===== config.mk =====
export PLATFORM = sky130hd
export DESIGN_NAME = uart_mem_loader
export DESIGN_NICKNAME = d
export VERILOG_FILES = /design/src/rtl/uart_mem_loader.sv
export SDC_FILE = /design/constraint.sdc
export NUM_CORES = 1
export LEC_CHECK = 0
export ABC_AREA = 0
export CAP_MARGIN = 5
export CORE_MARGIN = 3
export CORE_UTILIZATION = 40
export DETAILED_ROUTE_END_ITERATION = 10
export MAX_ROUTING_LAYER = met4
export PLACE_DENSITY_LB_ADDON = 0.2
export SYNTH_ARGS = -nofsm -noshare
export SYNTH_HDL_FRONTEND = slang
export SYNTH_SLANG_ARGS = --single-unit

===== constraint.sdc =====
create_clock -name clk -period 3.4 [get_ports clk]
set_input_delay 1.02 -clock clk [delete_from_list [all_inputs] [get_ports clk]]
set_output_delay 1.02 -clock clk [all_outputs]
set_load 0.05 [all_outputs]

===== src/rtl/uart_mem_loader.sv =====
// ============================================================================
// uart_mem_loader
//
// Serial boot loader. It receives a program image over an 8N1 UART line and
// writes it into instruction or data memory, one 32-bit word per strobe.
// It uses the same word-addressed write port that the core uses. While a load
// is in progress, `busy` is high and the FPGA top holds the core in reset
// with it.
//
// Image format on the wire:
//   0xA5, LEN_HI, LEN_LO, then LEN words of 4 bytes each, little-endian.
//
// Parameters:
//   CLKS_PER_BIT - core clock cycles per UART bit (>= 4)
//   ADDR_W       - word-address width of the memory write port
//   DATA_W       - memory word width (32, four bytes per word)
//
// Ports:
//   clk    - core clock
//   rst_n  - asynchronous active-low reset
//   rxd    - UART receive line, idle high, asynchronous to clk
//   we     - one-cycle memory write strobe
//   waddr  - word address for we (held until the next word)
//   wdata  - word data for we (held until the next word)
//   busy   - load in progress
//   done   - image fully written (sticky until the next 0xA5)
//   err    - framing error seen (sticky until the next 0xA5)
// ============================================================================
module uart_mem_loader #(
    parameter int CLKS_PER_BIT = 434,
    parameter int ADDR_W       = 16,
    parameter int DATA_W       = 32
) (
    input  logic              clk,
    input  logic              rst_n,
    input  logic              rxd,
    output logic              we,
    output logic [ADDR_W-1:0] waddr,
    output logic [DATA_W-1:0] wdata,
    output logic              busy,
    output logic              done,
    output logic              err
);

    localparam int CNT_W = $clog2(CLKS_PER_BIT);

    // Terminal counts for the bit timer. Half-bit centres the start-bit
    // sample. Every later sample is then one full bit after the previous one.
    localparam logic [CNT_W-1:0] BIT_LAST  = CNT_W'(CLKS_PER_BIT - 1);
    localparam logic [CNT_W-1:0] HALF_LAST = CNT_W'(CLKS_PER_BIT / 2 - 1);

    localparam logic [7:0] SYNC_BYTE = 8'hA5;

    typedef enum logic [1:0] {
        R_IDLE,
        R_START,
        R_DATA,
        R_STOP
    } rx_state_t;

    typedef enum logic [1:0] {
        P_SYNC,
        P_LEN_HI,
        P_LEN_LO,
        P_DATA
    } p_state_t;

    // Line synchroniser and edge-detect history
    logic rxd_meta;
    logic rxd_sync;
    logic rxd_prev;

    // Bit receiver
    rx_state_t        rx_state;
    logic [CNT_W-1:0] bit_cnt;
    logic [2:0]       bit_idx;
    logic [7:0]       rx_byte;
    logic             byte_valid;
    logic             frame_err;

    // Packet parser
    p_state_t          p_state;
    logic [7:0]        len_hi;
    logic [15:0]       word_len;
    logic [15:0]       word_cnt;
    logic [ADDR_W-1:0] addr_idx;
    logic [1:0]        lane;
    logic [23:0]       word_buf;
    logic              fin_pending;

    // The raw line comes from outside the clock domain. It passes through
    // two flops before anything looks at it. A third flop keeps the previous
    // synchronised value so the idle state can spot a falling edge. All three
    // reset to the idle-high level so that reset itself cannot look like a
    // start bit.
    always_ff @(posedge clk or negedge rst_n) begin
        if (!rst_n) begin
            rxd_meta <= 1'b1;
            rxd_sync <= 1'b1;
            rxd_prev <= 1'b1;
        end else begin
            rxd_meta <= rxd;
            rxd_sync <= rxd_meta;
            rxd_prev <= rxd_sync;
        end
    end

    // Bit receiver. A falling edge arms the start check. A line that is
    // high again at mid-start is treated as a glitch and ignored. Data bits
    // arrive LSB first and shift in from the top, so the first bit ends in
    // bit 0. The stop bit is sampled mid-bit and the state returns to idle
    // straight away. This leaves half a bit to catch the next start edge
    // when bytes arrive back to back. byte_valid and frame_err are
    // single-cycle pulses.
    always_ff @(posedge clk or negedge rst_n) begin
        if (!rst_n) begin
            rx_state   <= R_IDLE;
            bit_cnt    <= '0;
            bit_idx    <= '0;
            rx_byte    <= '0;
            byte_valid <= 1'b0;
            frame_err  <= 1'b0;
        end else begin
            byte_valid <= 1'b0;
            frame_err  <= 1'b0;
            case (rx_state)
                R_IDLE: begin
                    bit_cnt <= '0;
                    if (rxd_prev && !rxd_sync) begin
                        rx_state <= R_START;
                    end
                end
                R_START: begin
                    if (bit_cnt == HALF_LAST) begin
                        bit_cnt <= '0;
                        bit_idx <= '0;
                        rx_state <= rxd_sync ? R_IDLE : R_DATA;
                    end else begin
                        bit_cnt <= bit_cnt + 1'b1;
                    end
                end
                R_DATA: begin
                    if (bit_cnt == BIT_LAST) begin
                        bit_cnt <= '0;
                        rx_byte <= {rxd_sync, rx_byte[7:1]};
                        if (bit_idx == 3'd7) begin
                            rx_state <= R_STOP;
                        end else begin
                            bit_idx <= bit_idx + 1'b1;
                        end
                    end else begin
                        bit_cnt <= bit_cnt + 1'b1;
                    end
                end
                R_STOP: begin
                    if (bit_cnt == BIT_LAST) begin
                        bit_cnt  <= '0;
                        rx_state <= R_IDLE;
                        if (rxd_sync) begin
                            byte_valid <= 1'b1;
                        end else begin
                            frame_err <= 1'b1;
                        end
                    end else begin
                        bit_cnt <= bit_cnt + 1'b1;
                    end
                end
                default: rx_state <= R_IDLE;
            endcase
        end
    end

    // Packet parser, which also drives all memory-side outputs.
    //
    // A word is assembled little-endian. The first three bytes are kept in
    // word_buf, and the fourth byte completes wdata and fires we for one
    // cycle. The write address is a separate ADDR_W-bit counter, so it wraps
    // naturally. The 16-bit word_cnt tracks progress against the length
    // field.
    //
    // On the last word, the parser returns to P_SYNC at once. busy/done are
    // updated one cycle later, through fin_pending, so that they change on
    // the same edge that drops we.
    //
    // A framing error during a load abandons it: err is set, busy is
    // cleared, and done stays 0. Words already written are not undone.
    always_ff @(posedge clk or negedge rst_n) begin
        if (!rst_n) begin
            p_state     <= P_SYNC;
            len_hi      <= '0;
            word_len    <= '0;
            word_cnt    <= '0;
            addr_idx    <= '0;
            lane        <= '0;
            word_buf    <= '0;
            fin_pending <= 1'b0;
            we          <= 1'b0;
            waddr       <= '0;
            wdata       <= '0;
            busy        <= 1'b0;
            done        <= 1'b0;
            err         <= 1'b0;
        end else begin
            we <= 1'b0;

            if (fin_pending) begin
                fin_pending <= 1'b0;
                busy        <= 1'b0;
                done        <= 1'b1;
            end

            if (frame_err) begin
                err <= 1'b1;
                if (p_state != P_SYNC) begin
                    busy    <= 1'b0;
                    p_state <= P_SYNC;
                end
            end else if (byte_valid) begin
                case (p_state)
                    P_SYNC: begin
                        if (rx_byte == SYNC_BYTE) begin
                            done    <= 1'b0;
                            err     <= 1'b0;
                            busy    <= 1'b1;
                            p_state <= P_LEN_HI;
                        end
                    end
                    P_LEN_HI: begin
                        len_hi  <= rx_byte;
                        p_state <= P_LEN_LO;
                    end
                    P_LEN_LO: begin
                        if ({len_hi, rx_byte} == 16'd0) begin
                            busy    <= 1'b0;
                            done    <= 1'b1;
                            p_state <= P_SYNC;
                        end else begin
                            word_len <= {len_hi, rx_byte};
                            word_cnt <= '0;
                            addr_idx <= '0;
                            lane     <= '0;
                            p_state  <= P_DATA;
                        end
                    end
                    P_DATA: begin
                        lane <= lane + 1'b1;
                        case (lane)
                            2'd0: word_buf[7:0]   <= rx_byte;
                            2'd1: word_buf[15:8]  <= rx_byte;
                            2'd2: word_buf[23:16] <= rx_byte;
                            default: begin
                                we       <= 1'b1;
                                waddr    <= addr_idx;
                                wdata    <= {rx_byte, word_buf};
                                addr_idx <= addr_idx + 1'b1;
                                word_cnt <= word_cnt + 1'b1;
                                if (word_cnt == 16'(word_len - 16'd1)) begin
                                    fin_pending <= 1'b1;
                                    p_state     <= P_SYNC;
                                end
                            end
                        endcase
                    end
                    default: p_state <= P_SYNC;
                endcase
            end
        end
    end

endmodule


==> results of run 1 <==
-- metrics by stage --
| step | power (uW) | util |
|---|---|---|
| after floorplan | 2130 | - |
| after global placement | 2190 | 0.456 |
| after detailed placement | 2200 | 0.456 |
| after CTS | 4130 | 0.489 |
| after global routing | 4230 | 0.489 |
| final | 4080 | 0.489 |
-- path summary, 6_finish.rpt --
| path | from | end | slack, ps |
|---|---|---|---|
| setup / recovery | done | done | 670 |
| hold / removal | rxd_meta | rxd_sync | 360 |
| setup reg to reg | word_len[0] | p_state[1] | 830 |
| hold reg to reg | rxd_meta | rxd_sync | 360 |
| max in group asynchronous | rst_n | wdata[2] | 1940 |
| min in group asynchronous | rst_n | word_cnt[12] | 580 |
-- layout make-up --
cell class                 count  area [um^2]  area share
sequential                   164         4110       0.462
multi-input combinational    519         3220       0.362
timing repair buffer          60          624      0.0702
clock buffer                  19          443      0.0498
tap                          229          287      0.0322
clock inverter                12          146      0.0164
inverter                      18         67.6     0.00759
-- layer usage --
layer / share of wire / routed length, um / vias up / GRT usage
met5: 0 / 0 / - / -
met4: 0.016 / 266 / 0 / 0.0634
met3: 0.040 / 690 / 25 / 0.0459
met2: 0.47 / 8080 / 102 / 0.285
met1: 0.47 / 8040 / 2749 / 0.236
li1: - / - / 2608 / -
-- flip-flops by register name (all words and copies together) (netlist names), 2 cells and up, named ones only --
register	count
word_buf	24
len_hi	8
word_len	16
lane	2
addr_idx	16
p_state	2
word_cnt	16
bit_cnt	9
wdata	32
waddr	16
bit_idx	3
rx_byte	8
-- synthesized netlist by cell type, drive strengths merged, types with 2 or more instances --
cell and instances:
buf 16, and3b 2, o2bb2ai 2, nor3 18, nor2b 8, xnor2 24
o21ai 32, xor2 13, a31oi 2, and4 5, a21o 3, nand2 169
inv 18, dfrtp 161, or3 19, a211oi 5, a22o 5, ha 12
or4 3, and2 2, a21oi 24, nand3 18, nand2b 7, dfstp 3
a22oi 2, a2111o 3, mux2 56, clkbuf 18, a211o 2, nor2 46
nand4 8, nor3b 3, nor4 9, nand4bb 3, a2111oi 2
-- placed cells by master (no fill, tap or decap), types with 7 or more instances in the layout --
cell type,count
a21oi_1,24
clkbuf_16,17
clkdlybuf4s50_1,53
dfrtp_1,161
ha_1,12
inv_1,17
mux2_1,46
mux2_2,10
nand2_1,168
nand2b_1,7
nand3_1,18
nand4_1,8
nor2_1,46
nor2b_1,8
nor3_1,16
nor4_1,8
o21ai_0,20
o21ai_1,12
or3_1,19
xnor2_1,24
xor2_1,13
-- cells by family (layout without fill, tap and decap cells) --
family | count (synthesis) | in the layout | share of synthesized area
compound gates | 89 | 89 | 0.0765
xor+xnor | 38 | 38 | 0.0460
fa+ha+maj | 12 | 12 | 0.0199
buf+inv | 52 | 109 | 0.0284
flops | 164 | 164 | 0.545
mux | 57 | 57 | 0.0850
simple gates | 323 | 323 | 0.199
-- power groups by stage --
stage,registers (uW),logic [uW],clock network [uW]
after floorplan,2030,103,0
after global placement,2050,136,0
after detailed placement,2060,141,0
after CTS,2020,142,1970
after global routing,2020,156,2050
final,2020,136,1930
==> metrics, run 1 <==
CP Data Required Time=~2400 ps; Period minus WS final=2730 ps; final hold violations=0; Min-Delay Path Class=reg -> reg; IO Pins=between 50 and 60; Post-synth EDFFs=0; FF+latch count, synth=around 160; row count=49; first-pass GRT wire length=slightly below 30 mm; layout net count=795; synthesized net count=750; P&R area growth vs syn=18.1%; initial drt markers=approximately 410; Total GRT Usage=0.184; slowest CP cell=clkdlybuf4s50_1; CTS sink cnt=between 150 and 200; P_leak=0.00418 uW; dominant synthesized flop cell=dfrtp_1; WHS=around 360 ps; post-route insts no fill=about 1,000; CTS tree=yes; delay-heaviest family, CP=buffers and inverters; Die X-Extent=~140 um; via count=about 5,500; maximum vdd ir drop=~0.42 mV; CTS hold repair buffers=0; drt first pass iters=5; DRC violations left=0; Setup WS pre-CTS=slightly below 900 ps; Setup CP Type=reg -> out; Syn Inst Count=~740; number of diodes=0; Mapped Area=around 7500 um^2; Setup crit end kind=output port; Vias/cell=around 5.4; Overflow after GRT=0; dpl hpwl=11.4 mm; Die ar.=20,500 um^2; status=finished clean; Layout Skew=8.04 ps; Port Buf Inserts=54; post-synth top area cell=dfrtp_1; DP Area=roughly 8300 um^2; worst-path cell chain=clkdlybuf4s50_1; Slowest Stage Delay on Critical Path=around 890 ps; Pwr Density=459 nW/um^2; initial core utilization=0.414; quantity of gates resized following cts=0; Worst path depth=1; achievable clock frequency=~0.37 GHz; critical-path maximum fanout=3; period utilization=0.803; Worst-Skew Late Latency=between 400 and 500 ps; max_slew headroom=0.424; R2R depth=8; most area-consuming cells after synthesis=dfrtp_1 (53%), nand2_1 (8.4%), mux2_1 (6.9%); Comb pwr share=0.033; WL per Instance=16.7 um; hold depth=0; Slew Viols, Final=0; H-Tree Depth=4; TNS Setup=0 ps; core area=18,200 um^2; Netlist cell types=56; Syn Area/Cell=roughly 10 um^2; remaining antenna violation count=0; synth warn=0; proportion of synthesized chip area in sequential cells=0.545; RSZ-0062 raised after global routing=false; # fillers=about 1,700; Int Power=approximately 3100 uW; Setup crit start kind=register; clk buf depth=2; Routed WL=~17 mm; layout cells sized above 1=0.0758; Slew @ Worst Pin=863 ps; Switch Pwr=946 uW; Placed Cells=990; Reg power frac=0.495; sw frac=0.231; initial antenna violation count=0; largest net degree at the start of global routing=71; Die Height=between 100 and 150 um; cell area after layout=around 9000 um^2; Num CTS Buffers=17; Post CTS Setup Buffer Count=0; share of Yosys cell area claimed by the top area cell type=0.534; final worst slack=between 600 and 700 ps; final setup fails=0; worst path bufs/invs=1; data arrival time of the worst path=1710 ps; Clk pwr share=0.472; Async SR Flop Fraction=1.00; GPL Wtd Cong=approximately 0.87; Worst-path clk slew=60 ps; Max Cap Violations=0; Root Buffer=clkbuf_16; vias in the first global route=~5,800
Note: power is estimated with default switching activity, not from simulation.
==> inputs of run 2 (changes only) <==
clock period = 2.75 ns   (was 3.4 ns; I/O delays follow)
==> metrics, run 2 (synthesized netlist as in run 1, its figures left out) <==
number of diodes=0 (unchanged); row count=49 (unchanged); Die Height=143 um (unchanged); reg2reg start=word_len[0] (unchanged); commonest non-fill, non-tap cell in the layout=nand2_1 (unchanged); slowest CP cell=clkdlybuf4s50_1 (unchanged); Period minus WS final=2510 ps; H-Tree Depth=4 (unchanged); Setup CP Type=reg -> out (unchanged); data arrival time of the worst path=1680 ps (was 1710 ps); Overflow after GRT=0 (unchanged); via count=5,506 (was 5,484); clk buf depth=2 (unchanged); CTS hold repair buffers=0 (unchanged); Num CTS Buffers=17 (unchanged); core area=18,200 um^2 (unchanged); initial core utilization=0.414 (unchanged); GPL Wtd Cong=0.799 (was 0.873); TNS Setup=0 ps (unchanged); initial antenna violation count=0 (unchanged); cell area after layout=8900 um^2 (about the same); max_slew headroom=0.473 (was 0.424); worst path bufs/invs=1 (unchanged); Root Buffer=clkbuf_16 (unchanged); drt first pass iters=5 (unchanged); DRC violations left=0 (unchanged); CTS tree=yes (unchanged); Routed WL=16.9 mm (was 17.1 mm); dpl hpwl=11.6 mm (was 11.4 mm); flop-to-flop setup slack=260 ps (was 830 ps); CTS sink cnt=164 (unchanged); Setup WS pre-CTS=302 ps (was 879 ps); Worst-Skew Late Latency=420 ps (was 430 ps); largest net degree at the start of global routing=52 (was 71); P&R area growth vs syn=18.0% (was 18.1%); DP Area=8360 um^2 (was 8310 um^2); Total GRT Usage=0.179 (was 0.184); P_leak=0.00419 uW (was 0.00418 uW); Die X-Extent=143 um (unchanged); worst-path cell chain=clkdlybuf4s50_1 (unchanged); remaining antenna violation count=0 (unchanged); final setup fails=0 (unchanged); Port Buf Inserts=54 (unchanged); status=finished clean (unchanged); achievable clock frequency=0.398 GHz; delay-heaviest family, CP=buffers and inverters (unchanged); number of flip-flops under the largest register name=32 (unchanged); Largest Register=wdata (unchanged); Slowest Stage Delay on Critical Path=840 ps (was 890 ps); CP Data Required Time=1930 ps (was 2380 ps); critical-path maximum fanout=3 (unchanged); most frequent cells in the layout=nand2_1 (168), dfrtp_1 (161), clkdlybuf4s50_1 (53) (unchanged); period utilization=0.913; Post CTS Setup Buffer Count=0 (unchanged); Vias/cell=5.36 (was 5.37); layout cells sized above 1=0.0839 (was 0.0758); layout net count=801 (was 795); initial drt markers=338 (was 411); Sequential cell area=4110 um^2 (unchanged); final hold violations=0 (unchanged); Slew @ Worst Pin=784 ps (was 863 ps); quantity of gates resized following cts=0 (unchanged); Setup crit start kind=register (unchanged); final worst slack=240 ps (was 668 ps); Min-Delay Path Class=in -> async (was reg -> reg); R2R depth=8 (unchanged); Max Cap Violations=0 (unchanged); RSZ-0062 raised after global routing=false (unchanged); first-pass GRT wire length=28.3 mm (was 29.1 mm); worst r2r dst=p_state[1] (unchanged); # fillers=1,621 (was 1,662); Pwr Density=547 nW/um^2 (was 459 nW/um^2); Slew Viols, Final=0 (unchanged); vias in the first global route=5,559 (was 5,816); multi-input logic area=3220 um^2 (unchanged); Die ar.=20,500 um^2 (unchanged); maximum vdd ir drop=0.402 mV (was 0.420 mV); Worst-path clk slew=60 ps (about the same); largest registers=wdata x32, word_buf x24 (unchanged); Layout Skew=7.48 ps (was 8.04 ps); Setup crit end kind=output port (unchanged); Worst setup startpoint=done (unchanged); WL per Instance=16.4 um (was 16.7 um); IO Pins=55 (unchanged)
run 2: cell types whose count changed in the layout (fill, tap and decap cells not counted):
cell / delta
inv_8: -1
clkinvlp_4: +2
buf_4: +6
inv_6: +1
clkinv_4: -1
clkinv_2: +2
bufinv_16: -2
run 2: worst reg2reg max path, stage by stage (launching register included):
cell and delay, ps:
dfrtp_1 420, inv_1 90, ha_1 280, nor2b_1 260, o2bb2ai_1 160, a2111oi_0 480, nand4_1 170, nor4_2 380
a211oi_1 120
run 2: per-stage QoR:
step	util	hold slack (ps)	cells	total power [uW]
detailed placement	0.459	348	996	2730
finish	0.489	266	1028	4870
CTS	0.489	262	1028	4940
floorplan	-	345	735	2630
global route	0.489	265	1028	5060
global placement	0.459	347	996	2720
run 2: cell type report:
type	instances	share of cell area
Tap cell	229	0.0322
Clock buffer	19	0.0498
Clock inverter	13	0.0112
Sequential cell	164	0.462
Multi-Input combinational cell	519	0.362
Timing Repair Buffer	66	0.0752
Inverter	18	0.00759
run 2: how the worst max path moves through the flow:
| stage | to | slack [ps] | cells after the start |
|---|---|---|---|
| after floorplan | p_state[1] | 580 | 9 |
| after global placement | p_state[1] | 280 | 8 |
| after detailed placement | p_state[1] | 300 | 8 |
| after CTS | done | 210 | 1 |
| after global routing | p_state[1] | 20 | 8 |
| final | done | 240 | 1 |
run 2: routing by layer:
metal  share of wire  global-route usage
met1            0.47               0.234
met2            0.49               0.288
met3           0.037              0.0395
met4          0.0069              0.0387
met5               0                   -
run 2: report_power, final:
part           switching (uW)  internal, uW  leakage [uW]
clock                    1000          1190      0.000258
sequential               50.8          2440       0.00228
combinational             110          71.2       0.00165
total                    1160          3710       0.00419
==> inputs of run 3 (changes only) <==
CORE_UTILIZATION = 45   (was 40)
==> metrics, run 3 (synthesized netlist as in run 1, its figures left out) <==
status=finished clean (unchanged); largest registers=wdata x32, word_buf x24 (unchanged); maximum vdd ir drop=0.415 mV (was 0.402 mV); post-route insts no fill=1,015 (was 1,028); Total GRT Usage=0.199 (was 0.179); DRC violations left=0 (unchanged); initial antenna violation count=0 (unchanged); achievable clock frequency=0.399 GHz (was 0.398 GHz); commonest non-fill, non-tap cell in the layout=nand2_1 (unchanged); clk buf depth=2 (unchanged); H-Tree Depth=4 (unchanged); Sequential cell area=4110 um^2 (unchanged); Setup crit start kind=register (unchanged); remaining antenna violation count=0 (unchanged); row count=46 (was 49); Min-Delay Path Class=in -> async (unchanged); IO Pins=55 (unchanged); final worst slack=241 ps (was 240 ps); largest net degree at the start of global routing=55 (was 52); Root Buffer=clkbuf_16 (unchanged); Layout Skew=9.91 ps (was 7.48 ps); slowest CP cell=clkdlybuf4s50_1 (unchanged); Overflow after GRT=0 (unchanged); data arrival time of the worst path=1680 ps (about the same); final hold violations=0 (unchanged); worst-path cell chain=clkdlybuf4s50_1 (unchanged); initial core utilization=0.468 (was 0.414); delay-heaviest family, CP=buffers and inverters (unchanged); Slew Viols, Final=0 (unchanged); initial drt markers=322 (was 338); period utilization=0.912 (was 0.913); # fillers=1,411 (was 1,621); RSZ-0062 raised after global routing=false (unchanged); Pwr Density=551 nW/um^2 (was 547 nW/um^2); Slew @ Worst Pin=661 ps (was 784 ps); most frequent cells in the layout=nand2_1 (168), dfrtp_1 (161), clkdlybuf4s50_1 (53) (unchanged); total power draw=4900 uW (was 4870 uW); Num CTS Buffers=17 (unchanged); dpl hpwl=11.5 mm (was 11.6 mm); max_slew headroom=0.557 (was 0.473); CTS tree=yes (unchanged); Placed Cells=984 (was 996); Period minus WS final=2510 ps (about the same); multi-input logic area=3230 um^2 (was 3220 um^2); layout net count=802 (was 801); number of flip-flops under the largest register name=32 (unchanged); P_leak=0.00421 uW (was 0.00419 uW); WL per Instance=16.4 um (about the same); TNS Setup=0 ps (unchanged); Vias/cell=5.38 (was 5.36); final setup fails=0 (unchanged); Max Cap Violations=0 (unchanged); CTS sink cnt=164 (unchanged); core area=16,100 um^2 (was 18,200 um^2); via count=5,461 (was 5,506); Port Buf Inserts=54 (unchanged); Worst-path clk slew=60 ps (about the same); WHS=341 ps (was 266 ps); Die Height=135 um (was 143 um); Worst-Skew Late Latency=420 ps (about the same); DR WL met2=8.18 mm (was 8.28 mm); Setup CP Type=reg -> out (unchanged); top layer in use=met4 (unchanged); vias in the first global route=5,559 (unchanged); CP Data Required Time=1930 ps (about the same); Die ar.=18,300 um^2 (was 20,500 um^2); P&R area growth vs syn=18.0% (about the same); first-pass GRT wire length=28.4 mm (was 28.3 mm); number of diodes=0 (unchanged); Setup crit end kind=output port (unchanged); Die X-Extent=135 um (was 143 um); GPL Wtd Cong=0.813 (was 0.799); wire length on met3=563 um (was 622 um); worst path bufs/invs=1 (unchanged); Largest Register=wdata (unchanged); critical-path maximum fanout=3 (unchanged); Routed WL=16.7 mm (was 16.9 mm); Slowest Stage Delay on Critical Path=840 ps (about the same); Setup WS pre-CTS=230 ps (was 302 ps); layout cells sized above 1=0.0826 (was 0.0839); drt first pass iters=5 (unchanged); M1 WL=7.78 mm (was 7.87 mm)
## run 3: per-stage QoR
step | instance area (um^2) | util
floorplan | 7540 | -
global placement | 8330 | 0.517
detailed placement | 8330 | 0.517
CTS | 8890 | 0.551
global route | 8890 | 0.552
finish | 8890 | 0.552
## run 3: power by group
part           switching (uW)  internal (uW)  total [uW]
logic                     112           71.9         184
clock network             905           1310        2220
registers                51.4           2450        2500
## run 3: worst paths after layout
kind | start | to | slack (ps) | depth (start not counted)
min in group clk | rxd_meta | rxd_sync | 360 | 0
max reg2reg | word_len[0] | p_state[0] | 290 | 8
min | rst_n | word_cnt[11] | 340 | 1
min reg2reg | rxd_meta | rxd_sync | 360 | 0
max in group asynchronous | rst_n | wdata[28] | 1640 | 2
max | done | done | 240 | 1
## run 3: timing repair
| action | in CTS | in global routing |
|---|---|---|
| setup endpoints to repair | 0 | 3 |
| setup buffers | 0 | 0 |
| hold buffers | 0 | 0 |
| gates resized for setup | 0 | 1 |
## run 3: routing by layer
| layer | up-vias | track usage |
|---|---|---|
| li1 | 2615 | - |
| met1 | 2731 | 0.264 |
| met2 | 104 | 0.321 |
| met3 | 11 | 0.0438 |
| met4 | 0 | 0.0386 |
| met5 | - | - |
## run 3: final cells by class
class,count,area share
clock buffers,23,0.0537
clock inverters,8,0.00844
inverters,18,0.00760
multi-input cells,519,0.363
flip-flops and latches,164,0.462
well taps,216,0.0304
repair buffers,67,0.0747
